`src/rtl/pq_pkg.sv`:
```
// Shared types and constants for the pqvalue modular ALU and its issue logic.
package pq_pkg;

    localparam int unsigned PQ_W        = 23;
    localparam int unsigned XLEN        = 32;
    localparam int unsigned PQ_CNT_W    = $clog2(16);
    localparam int unsigned Q_KYBER     = 3329;
    localparam int unsigned Q_DILITHIUM = 8380417;

    typedef enum logic [1:0] {
        PQ_OP_ILL = 2'b00,
        PQ_OP_ADD = 2'b01,
        PQ_OP_SUB = 2'b10,
        PQ_OP_MUL = 2'b11
    } pq_op_e;

    typedef enum logic [1:0] {
        IDLE = 2'b00,
        EXEC = 2'b01,
        WB   = 2'b10
    } pq_issue_state_e;

    // Operand payload driven towards the ALU.
    typedef struct packed {
        logic [PQ_W-1:0] a;
        logic [PQ_W-1:0] b;
        logic [1:0]      op;
    } pq_alu_req_t;

    function automatic logic [XLEN-1:0] pq_modulus(input logic kyber);
        return kyber ? XLEN'(Q_KYBER) : XLEN'(Q_DILITHIUM);
    endfunction

endpackage

```
`src/rtl/pq_wait_cnt.sv`:
```
// Loadable down-counter with a registered done flag (count reached zero).
module pq_wait_cnt #(
    parameter int unsigned W = 4
) (
    input  logic         clk_i,
    input  logic         rst_ni,
    input  logic         load_i,
    input  logic [W-1:0] load_val_i,
    input  logic         dec_i,
    output logic         done_o
);

    logic [W-1:0] cnt_q, cnt_d;
    logic         done_q, done_d;

    always_comb begin
        cnt_d = cnt_q;
        if (load_i) begin
            cnt_d = load_val_i;
        end else if (dec_i && (cnt_q != '0)) begin
            cnt_d = cnt_q - W'(1);
        end
        done_d = (cnt_d == '0);
    end

    always_ff @(posedge clk_i or negedge rst_ni) begin
        if (!rst_ni) begin
            cnt_q  <= '0;
            done_q <= 1'b1;
        end else begin
            cnt_q  <= cnt_d;
            done_q <= done_d;
        end
    end

    assign done_o = done_q;

endmodule

```
`src/rtl/pq_issue_ctrl.sv`:
```
// Issue controller for the pqvalue modular ALU: accept, wait per-op latency, write back.
// Optional operand range check against the selected modulus: define PQ_RANGE_CHECK_EN.
module pq_issue_ctrl
    import pq_pkg::*;
#(
    parameter int unsigned ADDSUB_LAT = 1,
    parameter int unsigned MUL_LAT    = 3
) (
    input  logic            clk_i,
    input  logic            rst_ni,
    input  logic            req_valid_i,
    output logic            req_ready_o,
    input  logic [1:0]      req_op_i,
    input  logic            req_kyber_i,
    input  logic [XLEN-1:0] req_rs1_i,
    input  logic [XLEN-1:0] req_rs2_i,
    input  logic [4:0]      req_rd_i,
    input  logic            flush_i,
    output logic [PQ_W-1:0] alu_a_o,
    output logic [PQ_W-1:0] alu_b_o,
    output logic [1:0]      alu_sel_op_o,
    output logic            alu_sel_red_o,
    input  logic [PQ_W-1:0] alu_result_i,
    output logic            wb_valid_o,
    input  logic            wb_ready_i,
    output logic [XLEN-1:0] wb_data_o,
    output logic [4:0]      wb_rd_o,
    output logic            wb_err_o
);

    pq_issue_state_e state_q, state_d;
    pq_alu_req_t     alu_q, alu_d;
    logic            alu_red_q, alu_red_d;
    logic            wb_valid_q, wb_valid_d;
    logic [XLEN-1:0] wb_data_q, wb_data_d;
    logic [4:0]      wb_rd_q, wb_rd_d;
    logic            wb_err_q, wb_err_d;

    logic                accept_c;
    logic                legal_c;
    logic                cnt_load_c;
    logic                cnt_dec_c;
    logic [PQ_CNT_W-1:0] cnt_val_c;
    logic                cnt_done;

    assign req_ready_o = !flush_i && ((state_q == IDLE) || ((state_q == WB) && wb_ready_i));
    assign accept_c    = req_valid_i && req_ready_o;
    assign cnt_val_c   = (req_op_i == PQ_OP_MUL) ? PQ_CNT_W'(MUL_LAT - 1) : PQ_CNT_W'(ADDSUB_LAT - 1);

    // Illegal encodings (and out-of-range operands when checked) bypass the ALU.
`ifdef PQ_RANGE_CHECK_EN
    assign legal_c = (req_op_i != PQ_OP_ILL)
                  && (req_rs1_i < pq_modulus(req_kyber_i))
                  && (req_rs2_i < pq_modulus(req_kyber_i));
`else
    logic unused_upper_c;
    assign legal_c        = (req_op_i != PQ_OP_ILL);
    assign unused_upper_c = ^{req_rs1_i[XLEN-1:PQ_W], req_rs2_i[XLEN-1:PQ_W]};
`endif

    always_comb begin
        state_d    = state_q;
        alu_d      = alu_q;
        alu_red_d  = alu_red_q;
        wb_valid_d = wb_valid_q;
        wb_data_d  = wb_data_q;
        wb_rd_d    = wb_rd_q;
        wb_err_d   = wb_err_q;
        cnt_load_c = 1'b0;
        cnt_dec_c  = 1'b0;

        case (state_q)
            IDLE: begin
            end
            EXEC: begin
                if (cnt_done) begin
                    wb_data_d  = XLEN'(alu_result_i);
                    wb_err_d   = 1'b0;
                    wb_valid_d = 1'b1;
                    alu_d      = '0;
                    state_d    = WB;
                end else begin
                    cnt_dec_c = 1'b1;
                end
            end
            WB: begin
                if (wb_ready_i) begin
                    wb_valid_d = 1'b0;
                    state_d    = IDLE;
                end
            end
            default: state_d = IDLE;
        endcase

        // Accept only happens from IDLE or a completing WB, so it overrides the above.
        if (accept_c) begin
            wb_rd_d = req_rd_i;
            if (legal_c) begin
                alu_d.a    = req_rs1_i[PQ_W-1:0];
                alu_d.b    = req_rs2_i[PQ_W-1:0];
                alu_d.op   = req_op_i;
                alu_red_d  = req_kyber_i;
                wb_valid_d = 1'b0;
                cnt_load_c = 1'b1;
                state_d    = EXEC;
            end else begin
                wb_data_d  = '0;
                wb_err_d   = 1'b1;
                wb_valid_d = 1'b1;
                state_d    = WB;
            end
        end

        if (flush_i) begin
            state_d    = IDLE;
            wb_valid_d = 1'b0;
            alu_d      = '0;
            cnt_dec_c  = 1'b0;
        end
    end

    always_ff @(posedge clk_i or negedge rst_ni) begin
        if (!rst_ni) begin
            state_q    <= IDLE;
            alu_q      <= '0;
            alu_red_q  <= 1'b0;
            wb_valid_q <= 1'b0;
            wb_data_q  <= '0;
            wb_rd_q    <= '0;
            wb_err_q   <= 1'b0;
        end else begin
            state_q    <= state_d;
            alu_q      <= alu_d;
            alu_red_q  <= alu_red_d;
            wb_valid_q <= wb_valid_d;
            wb_data_q  <= wb_data_d;
            wb_rd_q    <= wb_rd_d;
            wb_err_q   <= wb_err_d;
        end
    end

    pq_wait_cnt #(
        .W(PQ_CNT_W)
    ) u_wait_cnt (
        .clk_i      (clk_i),
        .rst_ni     (rst_ni),
        .load_i     (cnt_load_c),
        .load_val_i (cnt_val_c),
        .dec_i      (cnt_dec_c),
        .done_o     (cnt_done)
    );

    assign alu_a_o       = alu_q.a;
    assign alu_b_o       = alu_q.b;
    assign alu_sel_op_o  = alu_q.op;
    assign alu_sel_red_o = alu_red_q;
    assign wb_valid_o    = wb_valid_q;
    assign wb_data_o     = wb_data_q;
    assign wb_rd_o       = wb_rd_q;
    assign wb_err_o      = wb_err_q;

endmodule

```
`config.mk`:
```
export PLATFORM = sky130hd
export DESIGN_NAME = pq_issue_ctrl
export DESIGN_NICKNAME = d
export VERILOG_FILES = /design/src/rtl/pq_pkg.sv /design/src/rtl/pq_wait_cnt.sv /design/src/rtl/pq_issue_ctrl.sv
export SDC_FILE = /design/constraint.sdc
export NUM_CORES = 1
export LEC_CHECK = 0
export CORE_ASPECT_RATIO = 0.9
export CORE_MARGIN = 8
export CORE_UTILIZATION = 30
export DETAILED_ROUTE_END_ITERATION = 12
export GPL_ROUTABILITY_DRIVEN = 0
export HOLD_SLACK_MARGIN = 0.15
export SYNTH_ARGS = -nofsm -noshare
export SYNTH_HDL_FRONTEND = slang
export SYNTH_SLANG_ARGS = --single-unit
```
`constraint.sdc`:
```
create_clock -name clk_i -period 1.85 [get_ports clk_i]
set_input_delay 0.37 -clock clk_i [delete_from_list [all_inputs] [get_ports clk_i]]
set_output_delay 0.37 -clock clk_i [all_outputs]
set_load 0.01 [all_outputs]
```
==> qor.csv <==
metric,value,unit
status,"complete, no violations",
num_rows,38,
max_freq,0.569,GHz
hold_path_depth,2,
power.density,1110,nW/um2
syn_avg_cell_area,12.2,um2
crit_type,reg -> reg,
nNetsFinal,595,
synthDominantCellAreaShare,0.630,
place_ws,-0.209,ns
hp-class,reg -> reg,
yosysWarnings,0,
areaGrowthSynthToFinish,63.8,%
ant_nets,0,
dp_hpwl,8.20,mm
worst-path-max-fanout,45,
slew_headroom,0.636,
ys_async_sr_fraction,1.00,
n_antenna_cell,0,
setup_ws,0.0934,ns
synth_cell_types,35,
h-tree-depth,3,
drt-total-wl,11.4,mm
numPortBuffers,170,
cts_tree,done,
critical-path-top-delay-family,buffers and inverters,
arrival,1.98,ns
crit_path_top_delay_cell,dfrtp_1,
clkTransAtPathRegs,0.06,ns
viasPerCell,4.73,
die_x,134,um
synthesis.nets,409,
path_buf_inv,3,
ys_top_cells_by_area,"dfrtp_1 63%, a22o_1 11%, nand2_1 5.5%",
cts.sinks,95,
clk_latency,0.33,ns
finalCritPeriodShare,0.950,
crit_chain,"inv_2, ha_4, a21oi_4, buf_12, nor3_4, nor3_4, buf_12, a22o_1",
min_period,1.76,ns
grt_max_degree,96,
dr.pass1.iters,4,
num_vias,3095,
slowest_delay,0.39,ns
crit_path_start_kind,register,
antenna_found_initial,0,
syn-cell-area,3730,um2
report.power.total,6.80,mW
grt_pass1_vias,3352,
fp.dieArea,16300,um2
r2r_cells,8,
drc,0,
fp.coreArea,12100,um2
synth_common_cells,"94 x dfrtp_1, 55 x nand2_1, 47 x a22o_1",
grt_use_total,0.140,
critPathRequiredTime,2.07,ns
cts_buffers,9,
synth_top_area_cell,dfrtp_1,
post-synth-top-count-cell,dfrtp_1,
postSynthCellCount,305,
setup_viol,0,
drive_gt1_frac,0.127,
grt_remaining_overflow,0,
leakagePower,2.68,nW
peakVddDrop,0.000510,V
seq_area_frac_synth,0.637,
ys_dominant_reg_cell,dfrtp_1,
cap_viol_max_count,0,
synth-edff-count,0,
tightest_slew,0.546,ns
skew,0.00388,ns
nFillCells,1102,
avgRoutedWirePerCell,17.4,um
drv_slew,0,
first_iter_violations,137,
cts.root.buffer_cell,clkbuf_16,
critPathCaptureType,register,
start_util,0.309,
finalHoldViolations,0,
ios,189,
ys_ff_latch,95,
clockBufferDepth,2,
grt_pass1_wl,18.3,mm
dieHeight,122,um
cp.depth,8,
## worst reg2reg max path, delay by kind of cell (launching register included)
family | cells | cell delay (ns)
buffers and inverters | 3 | 0.44
adders and majority gates | 1 | 0.16
and+or+nand+nor | 2 | 0.36
DFF | 1 | 0.39
AOI/OAI and AO/OA | 2 | 0.29
## layout by cell type (no fill, tap or decap), types with 2 or more instances in the layout
master / count
a21oi_1: 25
a22o_1: 47
and3_1: 10
buf_12: 5
buf_4: 19
clkbuf_16: 9
clkdlybuf4s50_1: 168
clkinv_2: 4
dfrtp_1: 93
ha_4: 2
inv_1: 2
inv_2: 2
mux2_2: 7
mux2i_1: 2
nand2_1: 54
nand2b_1: 3
nand3_1: 2
nor2_1: 7
nor3_4: 2
o21ai_0: 2
o31ai_1: 3
xnor2_1: 2
## sequential cells by signal, indices dropped and copies added (netlist names)
register,flops
u_wait_cnt.done_o,1
alu_a_o,23
alu_sel_op_o,2
wb_err_o,1
state_q,2
wb_rd_o,5
wb_valid_o,1
u_wait_cnt.cnt_q,4
wb_data_o,32
alu_b_o,23
alu_sel_red_o,1
## cells by family (layout without fill, tap and decap cells)
logic type               count (synthesis)  in the layout  synth area share
AO/OA/AOI/OAI                           84             84             0.167
XOR/XNOR                                 2              2           0.00470
adder cells (fa/ha/maj)                  4              4            0.0134
buffers and inverters                   24            214            0.0345
flip-flops                              95             95             0.637
multiplexers                             9              9            0.0265
AND/OR/NAND/NOR                         87             87             0.116
## cell type report
type | instances | area [um2] | area share
Clock inverter | 5 | 50.0 | 0.00819
Timing Repair Buffer | 195 | 1950 | 0.319
Multi-Input combinational cell | 186 | 1290 | 0.210
Sequential cell | 95 | 2380 | 0.389
Inverter | 4 | 15.0 | 0.00246
Tap cell | 160 | 200 | 0.0328
Clock buffer | 10 | 229 | 0.0375
## repair_timing
action / CTS / global route
endpoints found under the hold margin: 94 / 0
setup endpoints to repair: 1 / 62
pin swaps: 1 / 2
gates resized for setup: 7 / 11
hold buffers: 1 / 0
setup buffers: 1 / 0
## per-stage QoR
step / setup TNS [ns] / hold WS [ns] / area (um2) / std cells / utilization
final: 0 / 0.493 / 6110 / 655 / 0.506
after global routing: -0.0871 / 0.507 / 6110 / 655 / 0.506
after CTS: 0 / 0.497 / 6070 / 655 / 0.503
after detailed placement: -10.19 / 0.468 / 5760 / 638 / 0.477
after global placement: -9.78 / 0.464 / 5760 / 638 / 0.477
after floorplan: 0 / 0.0744 / 3730 / 305 / -
## report_power, final
group	switching, mW	internal, mW
combinational	0.972	1.28
sequential	0.248	2.51
clock	0.748	1.03
total	1.97	4.83
## path summary, 6_finish.rpt
| kind | start | endpoint | slack, ns |
|---|---|---|---|
| setup / recovery | state_q[0] | alu_b_o[16] | 0.09 |
| hold / removal | wb_err_o | wb_err_o | 0.49 |
| setup reg to reg | state_q[0] | alu_b_o[16] | 0.09 |
| hold reg to reg | wb_err_o | wb_err_o | 0.49 |
| max in group asynchronous | rst_ni | state_q[1] | 0.76 |
| min in group asynchronous | rst_ni | alu_a_o[7] | 0.60 |
## metal layers
layer | up-vias | share of wire | global-route usage
met1 | 1530 | 0.42 | 0.165
met2 | 105 | 0.48 | 0.232
met4 | 0 | 0.010 | 0.0378
met5 | - | 0 | 0
li1 | 1450 | - | -
met3 | 10 | 0.088 | 0.0613
Note: power is estimated with default switching activity, not from simulation.
